## config.mk

```make
export PLATFORM = sky130hd
export DESIGN_NAME = logic_op_stream_flat
export DESIGN_NICKNAME = d
export VERILOG_FILES = /design/src/rtl/logic_op_pkg.sv /design/src/rtl/logic_op_stream_if.sv /design/src/rtl/logic_op_stream_fifo.sv /design/src/rtl/logic_op_stream.sv /design/src/flat_wrapper.sv
export SDC_FILE = /design/constraint.sdc
export NUM_CORES = 1
export LEC_CHECK = 0
export CORE_MARGIN = 4
export CORE_UTILIZATION = 25
export DETAILED_ROUTE_END_ITERATION = 7
export PLACE_DENSITY = 0.51
export SLEW_MARGIN = 0
export SYNTH_ARGS = -nofsm -noshare
export SYNTH_HDL_FRONTEND = slang
export SYNTH_SLANG_ARGS = --single-unit
```

## constraint.sdc

```tcl
create_clock -name clk -period 4.11 [get_ports clk]
set_clock_uncertainty 0.2 [all_clocks]
set_input_delay 1.233 -clock clk [delete_from_list [all_inputs] [get_ports clk]]
set_output_delay 1.233 -clock clk [all_outputs]
set_load 0.1 [all_outputs]
```

## src/rtl/logic_op_pkg.sv

```systemverilog
// Shared op codes and the bitwise op function for the logic op stream.
// Latency: n/a (combinational helpers only).
// Backpressure: n/a.
package logic_op_pkg;

    typedef logic [2:0] op_t;

    localparam op_t OP_AND  = 3'd0;
    localparam op_t OP_OR   = 3'd1;
    localparam op_t OP_XNOR = 3'd2;
    localparam op_t OP_XOR  = 3'd3;
    localparam op_t OP_NAND = 3'd4;
    localparam op_t OP_NOR  = 3'd5;
    localparam op_t OP_ANDN = 3'd6;
    localparam op_t OP_PASS = 3'd7;

    // Widest operand the function handles; callers zero-extend their W-bit
    // operands and cast the result back to W bits, so any W up to this works.
    localparam int MAX_W = 64;

    function automatic logic [MAX_W-1:0] logic_op_f(
        input op_t              op,
        input logic [MAX_W-1:0] a,
        input logic [MAX_W-1:0] b
    );
        logic [MAX_W-1:0] r;
        case (op)
            OP_AND:  r = a & b;
            OP_OR:   r = a | b;
            OP_XNOR: r = ~(a ^ b);
            OP_XOR:  r = a ^ b;
            OP_NAND: r = ~(a & b);
            OP_NOR:  r = ~(a | b);
            OP_ANDN: r = a & ~b;
            default: r = a;
        endcase
        return r;
    endfunction

endpackage

```

## src/rtl/logic_op_stream_if.sv

```systemverilog
// Operand/result stream bundle between producer, logic op block and consumer.
// Latency: n/a (wires only).
// Backpressure: in_valid/in_ready on the operand side, out_valid/out_ready on the result side.
interface logic_op_stream_if #(
    parameter int W = 8
) ();
    import logic_op_pkg::*;

    logic         in_valid;
    logic         in_ready;
    logic [W-1:0] in_a;
    logic [W-1:0] in_b;
    logic         out_valid;
    logic         out_ready;
    logic [W-1:0] out_data;
    logic         out_zero;
    op_t          out_op;

    // Producer + consumer side (drives operands, accepts results)
    modport master (
        output in_valid, in_a, in_b, out_ready,
        input  in_ready, out_valid, out_data, out_zero, out_op
    );

    // Logic op block side
    modport slave (
        input  in_valid, in_a, in_b, out_ready,
        output in_ready, out_valid, out_data, out_zero, out_op
    );

endinterface

```

## src/rtl/logic_op_stream_fifo.sv

```systemverilog
// Synchronous FIFO, power-of-2 depth, head presented directly from storage.
// Latency: push visible at head the cycle after the push edge.
// Backpressure: push ignored when full, pop ignored when empty.
module logic_op_fifo #(
    parameter int WIDTH = 12,
    parameter int DEPTH = 4
) (
    input  logic                     clk,
    input  logic                     rst,
    input  logic                     push,
    input  logic [WIDTH-1:0]         push_dat,
    input  logic                     pop,
    output logic [WIDTH-1:0]         pop_dat,
    output logic [$clog2(DEPTH):0]   count,
    output logic                     full,
    output logic                     empty
);
    localparam int AW = $clog2(DEPTH);
    localparam int CW = AW + 1;

    logic [WIDTH-1:0] mem_q [DEPTH];
    logic [WIDTH-1:0] mem_d [DEPTH];
    logic [AW-1:0]    wr_ptr_q, wr_ptr_d;
    logic [AW-1:0]    rd_ptr_q, rd_ptr_d;
    logic [CW-1:0]    count_q,  count_d;
    logic             do_push, do_pop;

    assign full    = (count_q == CW'(DEPTH));
    assign empty   = (count_q == '0);
    assign count   = count_q;
    assign pop_dat = mem_q[rd_ptr_q];
    assign do_push = push & ~full;
    assign do_pop  = pop & ~empty;

    // Next storage, pointers (wrap naturally at DEPTH) and occupancy
    always_comb begin
        mem_d    = mem_q;
        wr_ptr_d = wr_ptr_q;
        rd_ptr_d = rd_ptr_q;
        count_d  = count_q;
        if (do_push) begin
            mem_d[wr_ptr_q] = push_dat;
            wr_ptr_d        = wr_ptr_q + AW'(1);
        end
        if (do_pop) begin
            rd_ptr_d = rd_ptr_q + AW'(1);
        end
        case ({do_push, do_pop})
            2'b10:   count_d = count_q + CW'(1);
            2'b01:   count_d = count_q - CW'(1);
            default: count_d = count_q;
        endcase
    end

    // Storage is cleared on reset so the head reads as zero afterwards
    always_ff @(posedge clk) begin
        if (rst) begin
            for (int i = 0; i < DEPTH; i++) begin
                mem_q[i] <= '0;
            end
            wr_ptr_q <= '0;
            rd_ptr_q <= '0;
            count_q  <= '0;
        end else begin
            mem_q    <= mem_d;
            wr_ptr_q <= wr_ptr_d;
            rd_ptr_q <= rd_ptr_d;
            count_q  <= count_d;
        end
    end

endmodule

```

## src/rtl/logic_op_stream.sv

```systemverilog
// Streaming bitwise logic unit: op register, result FIFO, zero flag, saturating beat counter.
// Latency: 1 cycle from accept edge to result at FIFO head.
// Backpressure: in_ready is a registered (count < DEPTH); it never depends on out_ready combinationally.
module logic_op_stream
    import logic_op_pkg::*;
#(
    parameter int W     = 8,
    parameter int DEPTH = 4,
    parameter int CNT_W = 16
) (
    input  logic               clk,
    input  logic               rst,
    input  logic               cfg_we,
    input  op_t                cfg_op,
    input  logic               cfg_clr,
    output op_t                op_q,
    output logic [CNT_W-1:0]   beat_cnt,
    logic_op_stream_if.slave   strm
);
    localparam int CW = $clog2(DEPTH) + 1;
    localparam int EW = W + 4;

    op_t              op_d;
    logic [CNT_W-1:0] beat_cnt_q, beat_cnt_d;
    logic             in_ready_q, in_ready_d;

    logic             accept, pop;
    logic [W-1:0]     result;
    logic             result_zero;
    logic [EW-1:0]    push_dat, pop_dat;
    logic [CW-1:0]    fifo_count, count_nxt;
    logic             fifo_full, fifo_empty;

    // in_ready already implies room; the full term only guards against misuse
    assign accept = strm.in_valid & in_ready_q & ~fifo_full;
    assign pop    = ~fifo_empty & strm.out_ready;

    // Result uses the op register as it stands before any same-cycle cfg write
    assign result      = W'(logic_op_f(op_q, MAX_W'(strm.in_a), MAX_W'(strm.in_b)));
    assign result_zero = ~|result;
    assign push_dat    = {op_q, result_zero, result};

    logic_op_fifo #(
        .WIDTH (EW),
        .DEPTH (DEPTH)
    ) u_fifo (
        .clk      (clk),
        .rst      (rst),
        .push     (accept),
        .push_dat (push_dat),
        .pop      (pop),
        .pop_dat  (pop_dat),
        .count    (fifo_count),
        .full     (fifo_full),
        .empty    (fifo_empty)
    );

    assign strm.out_valid = ~fifo_empty;
    assign strm.out_op    = pop_dat[EW-1 -: 3];
    assign strm.out_zero  = pop_dat[W];
    assign strm.out_data  = pop_dat[W-1:0];
    assign strm.in_ready  = in_ready_q;
    assign beat_cnt       = beat_cnt_q;

    // Op register load, beat counter (clear wins, saturates), next ready from next occupancy
    always_comb begin
        op_d       = op_q;
        beat_cnt_d = beat_cnt_q;
        count_nxt  = fifo_count;
        in_ready_d = 1'b0;
        if (cfg_we) begin
            op_d = cfg_op;
        end
        if (cfg_clr) begin
            beat_cnt_d = '0;
        end else if (accept && (beat_cnt_q != '1)) begin
            beat_cnt_d = beat_cnt_q + CNT_W'(1);
        end
        if (accept && !pop) begin
            count_nxt = fifo_count + CW'(1);
        end else if (pop && !accept) begin
            count_nxt = fifo_count - CW'(1);
        end
        in_ready_d = (count_nxt < CW'(DEPTH));
    end

    // Control state; reset drops in_ready so nothing is taken until the first clean edge
    always_ff @(posedge clk) begin
        if (rst) begin
            op_q       <= OP_AND;
            beat_cnt_q <= '0;
            in_ready_q <= 1'b0;
        end else begin
            op_q       <= op_d;
            beat_cnt_q <= beat_cnt_d;
            in_ready_q <= in_ready_d;
        end
    end

endmodule

```

## src/flat_wrapper.sv

```systemverilog
// flat-port wrapper written by rule: the top's interface ports become plain ports
module logic_op_stream_flat import logic_op_pkg::*;
#(
    parameter int W     = 8,
    parameter int DEPTH = 4,
    parameter int CNT_W = 16
)
  (clk, rst, cfg_we, cfg_op, cfg_clr, op_q, beat_cnt, strm_in_valid, strm_in_a, strm_in_b, strm_out_ready, strm_in_ready, strm_out_valid, strm_out_data, strm_out_zero, strm_out_op);
  logic_op_stream_if #(.W(W)) strm_i ();
  input  logic clk;
  input  logic rst;
  input  logic cfg_we;
  input  op_t cfg_op;
  input  logic cfg_clr;
  output op_t op_q;
  output logic [CNT_W-1:0] beat_cnt;
  input wire logic [$bits(strm_i.in_valid)-1:0] strm_in_valid;
  input wire logic [$bits(strm_i.in_a)-1:0] strm_in_a;
  input wire logic [$bits(strm_i.in_b)-1:0] strm_in_b;
  input wire logic [$bits(strm_i.out_ready)-1:0] strm_out_ready;
  output wire logic [$bits(strm_i.in_ready)-1:0] strm_in_ready;
  output wire logic [$bits(strm_i.out_valid)-1:0] strm_out_valid;
  output wire logic [$bits(strm_i.out_data)-1:0] strm_out_data;
  output wire logic [$bits(strm_i.out_zero)-1:0] strm_out_zero;
  output wire logic [$bits(strm_i.out_op)-1:0] strm_out_op;
  assign strm_i.in_valid = strm_in_valid;
  assign strm_i.in_a = strm_in_a;
  assign strm_i.in_b = strm_in_b;
  assign strm_i.out_ready = strm_out_ready;
  assign strm_in_ready = strm_i.in_ready;
  assign strm_out_valid = strm_i.out_valid;
  assign strm_out_data = strm_i.out_data;
  assign strm_out_zero = strm_i.out_zero;
  assign strm_out_op = strm_i.out_op;
  logic_op_stream #(.W(W), .DEPTH(DEPTH), .CNT_W(CNT_W)) u_core (.clk(clk), .rst(rst), .cfg_we(cfg_we), .cfg_op(cfg_op), .cfg_clr(cfg_clr), .op_q(op_q), .beat_cnt(beat_cnt), .strm(strm_i));
endmodule
```

==> results of run 1 <==
==> cell usage in the layout (no fill, tap or decap), types with 4 or more instances in the layout <==
master           netlist  layout
nand2_1               76      76
dfxtp_1               75      75
nor2_1                56      56
buf_4                  3      47
a21oi_1               40      40
ha_1                  33      33
inv_1                 24      24
clkdlybuf4s50_1        0      23
xor2_1                16      16
mux4_2                14      14
a211oi_1              14      14
nor2b_1               11      11
mux2i_1                9       9
nand3_1                9       9
clkbuf_16              0       9
o21ai_0                8       8
xnor2_1                7       7
nor3_1                 6       6
nand2b_1               5       5
nand3b_1               5       5
and2_0                 4       4
o21ai_1                4       4
==> cell type report <==
class                      count  share of cell area
tap                          220              0.0521
multi-input combinational    364               0.478
sequential                    75               0.284
clock inverter                 2             0.00664
clock buffer                  13              0.0493
timing repair buffer          71               0.111
inverter                      26              0.0185
==> critical path, delay by kind of cell <==
| family | cells | cell delay, ps |
|---|---|---|
| AO/OA/AOI/OAI | 3 | 730 |
| AND/OR/NAND/NOR | 2 | 710 |
| buffers and inverters | 2 | 600 |
| adder cells (fa/ha/maj) | 1 | 280 |
| multiplexers | 1 | 280 |
==> routing by layer <==
layer / global-route usage / part of all wire / up-vias
met5: 0 / 0 / -
met4: 0.0330 / 0.018 / 0
met3: 0.0352 / 0.048 / 12
met2: 0.192 / 0.49 / 66
met1: 0.147 / 0.44 / 1708
li1: - / - / 1810
==> power by group through the flow <==
stage               clock network, mW  registers, mW  logic, mW
floorplan                           0          0.848      0.574
detailed placement                  0          0.854      0.763
finish                          0.779          0.837      0.757
global route                    0.840          0.847      0.820
global placement                    0          0.851      0.751
CTS                             0.811          0.839      0.766
==> path summary, 6_finish.rpt <==
kind,from,cells after the start,endpoint
hold reg to reg,u_core.u_fifo.mem_q[6],2,u_core.u_fifo.mem_q[6]
hold / removal,u_core.u_fifo.mem_q[6],2,u_core.u_fifo.mem_q[6]
setup / recovery,strm_in_a[7],9,u_core.u_fifo.mem_q[44]
setup reg to reg,u_core.op_q[1],7,u_core.u_fifo.mem_q[44]
==> kinds of logic (layout without fill, tap and decap cells) <==
family / Yosys count / after routing / synth area share
compound gates: 94 / 94 / 0.145
flops: 75 / 75 / 0.350
buf+inv: 59 / 112 / 0.0610
mux: 25 / 25 / 0.0999
fa+ha+maj: 33 / 33 / 0.0964
simple gates: 189 / 189 / 0.200
xor+xnor: 23 / 23 / 0.0470
==> flip-flops by register name, indices dropped and copies added (netlist names) <==
name	flops
u_core.u_fifo.wr_ptr_q	2
u_core.beat_cnt	16
u_core.strm.in_ready	1
u_core.u_fifo.count	3
u_core.op_q	3
u_core.u_fifo.rd_ptr_q	2
u_core.u_fifo.mem_q	48
==> per-stage QoR <==
step	cells	power (mW)	hold slack [ps]	utilization	cell area, um2
6_report	771	2.37	252	0.316	5280
5_1_grt	771	2.51	273	0.316	5280
3_3_place_gp	756	1.60	242	0.298	4980
3_5_place_dp	756	1.62	247	0.298	4980
2_1_floorplan	498	1.42	233	-	4290
4_1_cts	771	2.42	255	0.316	5280
==> flow_metrics.tcl, run 1 <==
set metrics [dict create \
    grt_pass1_vias 3653 \
    initial_utilization 0.257 \
    p_leak_nw 2.00 \
    cpPeakStageDelay_ps 540 \
    rsz0062_at_grt "no" \
    avgSynthCellArea_um2 8.61 \
    wl_per_cell_um 14.0 \
    async_flop_share 0 \
    cts_root_buffer "clkbuf_16" \
    grt_max_degree 61 \
    synth_area_leader_cell "dfxtp_1" \
    gp_congestion 0.797 \
    synth_cell_type_count 54 \
    rows 47 \
    post_drt_via_cell_ratio 4.66 \
    p_clk_frac 0.328 \
    synth_edf_count 0 \
    htreeDepth 3 \
    irDropWorstVdd_mv 0.207 \
    post-route-period-util 0.919 \
    synth_warnings 0 \
    die_w_um 139 \
    start_kind "input pin" \
    combPwrFrac 0.319 \
    cts.sinks 75 \
    clock.fmax_mhz 265 \
    p_seq_frac 0.353 \
    syn_inst 498 \
    arrival_ps 3830 \
    power.density_mw_per_mm2 449 \
    synth_top_cell_area_share 0.350 \
    power.net_switching_uw 844 \
    grtUsageTotal 0.116 \
    die_h_um 139 \
    antenna_left 0 \
    hold_buffers 0 \
    switching_share 0.356 \
    crit_type "in -> reg" \
    grt_remaining_overflow 0 \
    drtIter0Drc 128 \
    insertion_delay_ps 330 \
    fin_tns_setup_ps 0 \
    finalSetupViolCount 0 \
    critPathSlowestCell "clkdlybuf4s50_1" \
    diodes 0 \
    hold_viol 0 \
    status "finished, final reports clean" \
    r2r_slack_ps 1010 \
    cts_resized 0 \
    drive_gt1_frac 0.152 \
    area_delta_synth_final_pct 23.2 \
    yosysMostFrequentCell "nand2_1" \
    synth_area_leaders "dfxtp_1, ha_1, mux4_2" \
    io_buffers 57 \
    finalMaxSlewViolations 0 \
    num-fill-cells 1779 \
    nets 605 \
    pre_cts_slack_ps 3.03 \
    layout_setup_ws_ps 334 \
    multi_input_area_mm2 0.00252 \
    finalWirelength_mm 10.8 \
    clockBufferDepth 2 \
    yosysSeqAreaShare 0.350 \
    numCtsBuffers 9 \
    synth_nets 556 \
    drc_errors 0 \
    end_kind "flip-flop" \
    post_cts_buffers 0 \
    antenna_found_initial 0 \
    drt_first_pass_iters 4 \
    grt_pass1_wl_mm 18.4 \
    core_mm2 0.0167 \
    max_slew_margin 0.516 \
    worst_pin_slew_ps 725 \
    post-route-min-period_ps 3780 \
    synth_seq_cells 75 \
    min_path_type "reg -> reg" \
    drv_cap 0 \
    dp_hpwl_mm 7.97 \
    netlist_area_mm2 0.00429 \
    cp_cell_sequence "clkdlybuf4s50_1 > inv_1 > ha_1 > mux2_2 > o32ai_1 > nor3b_1 > or4b_1 > a2111o_1 > o21ai_1" \
    vias 3596 \
    required_ps 4160 \
    intPower_mw 1.53 \
    cts_tree "yes" \
    synth_common_cells "nand2_1, dfxtp_1, nor2_1, a21oi_1, ha_1" \
    crit_path_max_fanout 5 \
    synth_flop_cell "dfxtp_1" \
    regArea_mm2 0.00150 \
    ios 58 \
    clkTransAtPathRegs_ps 60 \
    dieArea_mm2 0.0193 \
]
Power figures use the tool's default switching activity.
==> run 2, diff against run 1 <==
--- a/config.mk
+++ b/config.mk
@@ -5,10 +5,12 @@
 export SDC_FILE = /design/constraint.sdc
 export NUM_CORES = 1
 export LEC_CHECK = 0
+export CAP_MARGIN = 30
 export CORE_MARGIN = 4
 export CORE_UTILIZATION = 25
 export DETAILED_ROUTE_END_ITERATION = 7
 export PLACE_DENSITY = 0.51
+export SETUP_SLACK_MARGIN = 0.15
 export SLEW_MARGIN = 0
 export SYNTH_ARGS = -nofsm -noshare
 export SYNTH_HDL_FRONTEND = slang
==> results of run 2 <==
No change in the layout: final DEF, timing and power equal those of run 1.
==> run 3, diff against run 2 <==
--- a/config.mk
+++ b/config.mk
@@ -5,11 +5,12 @@
 export SDC_FILE = /design/constraint.sdc
 export NUM_CORES = 1
 export LEC_CHECK = 0
-export CAP_MARGIN = 30
+export ABC_AREA = 1
 export CORE_MARGIN = 4
 export CORE_UTILIZATION = 25
+export CTS_CLUSTER_SIZE = 16
 export DETAILED_ROUTE_END_ITERATION = 7
-export PLACE_DENSITY = 0.51
+export PLACE_DENSITY = 0.5
 export SETUP_SLACK_MARGIN = 0.15
 export SLEW_MARGIN = 0
 export SYNTH_ARGS = -nofsm -noshare
==> run 3 against run 2 <==
Net effect:
- sequential share of layout area shrank 0.42 points
- synthesized cell count grew 29%
- critical path type is now reg -> out
- largest power group is now combinational cells
- critical path depth shrank 5
==> flow_metrics.tcl, run 3 <==
set metrics [dict create \
    critPathSlowestCell "dfxtp_1" \
    final_common_cell "nand2_1" \
    required_ps 2680 \
    clockBufferDepth 2 \
    timing.critical_path.buf_inv 2 \
    gp_congestion 0.759 \
    synth_top_cell_area_share 0.334 \
    synth_flop_cell "dfxtp_1" \
    synth_seq_cells 75 \
    antenna_found_initial 0 \
    irDropWorstVdd_mv 0.425 \
    dp_hpwl_mm 8.04 \
    yosysSeqAreaShare 0.334 \
    regArea_mm2 0.00150 \
    drive_gt1_frac 0.114 \
    cts_tree "yes" \
    layout_setup_ws_ps 644 \
    area_delta_synth_final_pct 19.3 \
    wl_per_cell_um 12.9 \
    synth_area_leader_cell "dfxtp_1" \
    drt_first_pass_iters 4 \
    synth_common_cells "nand2_1, o21ai_0, dfxtp_1, inv_1, nor2_1" \
    dieArea_mm2 0.0202 \
    finalWirelength_mm 11.8 \
    power.density_mw_per_mm2 550 \
    yosysMostFrequentCell "nand2_1" \
    post_cts_buffers 0 \
    rows 48 \
    initial_utilization 0.257 \
    crit_type "reg -> out" \
    placed_cell_area_mm2 0.00509 \
    num-fill-cells 1936 \
    worstHoldPathCells 2 \
    post-route-min-period_ps 3470 \
    cp_num_cells 4 \
    cts_root_buffer "clkbuf_16" \
    ios 58 \
    path_delay_family "buffers and inverters" \
    arrival_ps 2030 \
    antenna_left 0 \
    vias 4088 \
    drv_cap 0 \
    avgSynthCellArea_um2 6.99 \
    grtUsageTotal 0.117 \
    drtIter0Drc 135 \
    netlist_area_mm2 0.00449 \
    clkTransAtPathRegs_ps 60 \
    status "finished, final reports clean" \
    worstRegToRegCells 11 \
    die_w_um 142 \
    min_path_type "reg -> reg" \
    pre_cts_slack_ps 732 \
    crit_path_max_fanout 13 \
    drc_errors 0 \
    synth_nets 701 \
    end_kind "output pin" \
    clock.fmax_mhz 289 \
    grt_max_degree 55 \
    finalMaxSlewViolations 0 \
    io_buffers 57 \
    cpPeakStageDelay_ps 470 \
    final_cell_mix "nand2_1, o21ai_0, dfxtp_1, inv_1, nor2_1" \
    cp_cell_sequence "inv_1 > o21ai_0 > o22ai_1 > buf_4" \
    largest_reg_flops 48 \
    synth_edf_count 0 \
    hold_viol 0 \
    grt_pass1_vias 3731 \
    fin_tns_setup_ps 0 \
    insertion_delay_ps 330 \
    max_slew_margin 0.539 \
    die_h_um 142 \
    grt_remaining_overflow 0 \
    multi_input_area_mm2 0.00248 \
    async_flop_share 0 \
    worst_pin_slew_ps 691 \
    fin_area_mm2 0.00536 \
    p_leak_nw 2.50 \
    syn_inst 643 \
    synth_area_leaders "dfxtp_1, ha_1, o21ai_0" \
    diodes 0 \
    rsz0062_at_grt "no" \
    nets 740 \
    core_mm2 0.0175 \
    synth_cell_type_count 36 \
    post_drt_via_cell_ratio 4.48 \
    htreeDepth 3 \
    start_kind "flip-flop" \
    grt_pass1_wl_mm 19.1 \
    numCtsBuffers 9 \
    post-route-period-util 0.843 \
    cts_resized 0 \
    top_register "u_core.u_fifo.mem_q" \
    synth_warnings 0 \
    cts.sinks 75 \
    finalSetupViolCount 0 \
    hold_buffers 0 \
]
-- run 3: area by class of cell --
| type | instances | area share |
|---|---|---|
| inverter | 74 | 0.0537 |
| clock buffer | 9 | 0.0420 |
| timing repair buffer | 64 | 0.101 |
| sequential | 75 | 0.280 |
| clock inverter | 7 | 0.00794 |
| multi-input combinational | 458 | 0.463 |
| tap | 225 | 0.0525 |
-- run 3: kinds of logic (layout without fill, tap and decap cells) --
group | Yosys count | after routing | share of synthesized area
buf+inv | 110 | 154 | 0.113
mux | 1 | 1 | 0.00223
flops | 75 | 75 | 0.334
compound gates | 168 | 168 | 0.198
fa+ha+maj | 33 | 33 | 0.0919
xor+xnor | 8 | 8 | 0.0156
simple gates | 248 | 248 | 0.245
-- run 3: final timing paths --
path	start	to	slack [ps]
min	u_core.beat_cnt[8]	u_core.beat_cnt[8]	270
max reg2reg	u_core.op_q[1]	u_core.u_fifo.mem_q[8]	1720
min reg2reg	u_core.beat_cnt[8]	u_core.beat_cnt[8]	270
max	u_core.u_fifo.rd_ptr_q[1]	strm_out_data[0]	640
-- run 3: power by group --
part / leakage, nW / total (mW) / switching, mW / internal (mW)
clock network: 0.139 / 0.719 / 0.313 / 0.406
registers: 0.608 / 0.858 / 0.0542 / 0.804
logic: 1.75 / 1.37 / 1.05 / 0.320
-- run 3: per-layer routing --
layer,wire length (um),part of all wire,global-route usage,up-vias
li1,-,-,-,2187
met1,5990,0.51,0.160,1821
met2,5180,0.44,0.186,69
met3,462,0.039,0.0299,11
met4,123,0.010,0.0247,0
met5,0,0,0,-
-- run 3: per-stage QoR --
stage	instances	power [mW]	hold slack [ps]	util
5_1_grt	912	3.13	301	0.307
4_1_cts	912	2.98	272	0.307
3_5_place_dp	896	2.26	264	0.291
2_1_floorplan	643	1.95	259	-
3_3_place_gp	896	2.26	264	0.291
6_report	912	2.95	266	0.307
-- run 3: worst reg2reg max path, stage by stage (launching register included) --
cell	delay (ps)
dfxtp_1	680
inv_6	110
nor2_2	490
nand3_1	130
nand2_1	100
nor2_1	40
nand2_1	60
nand2_2	110
nand2_1	90
nor2_1	40
nand2_1	120
a21oi_1	80
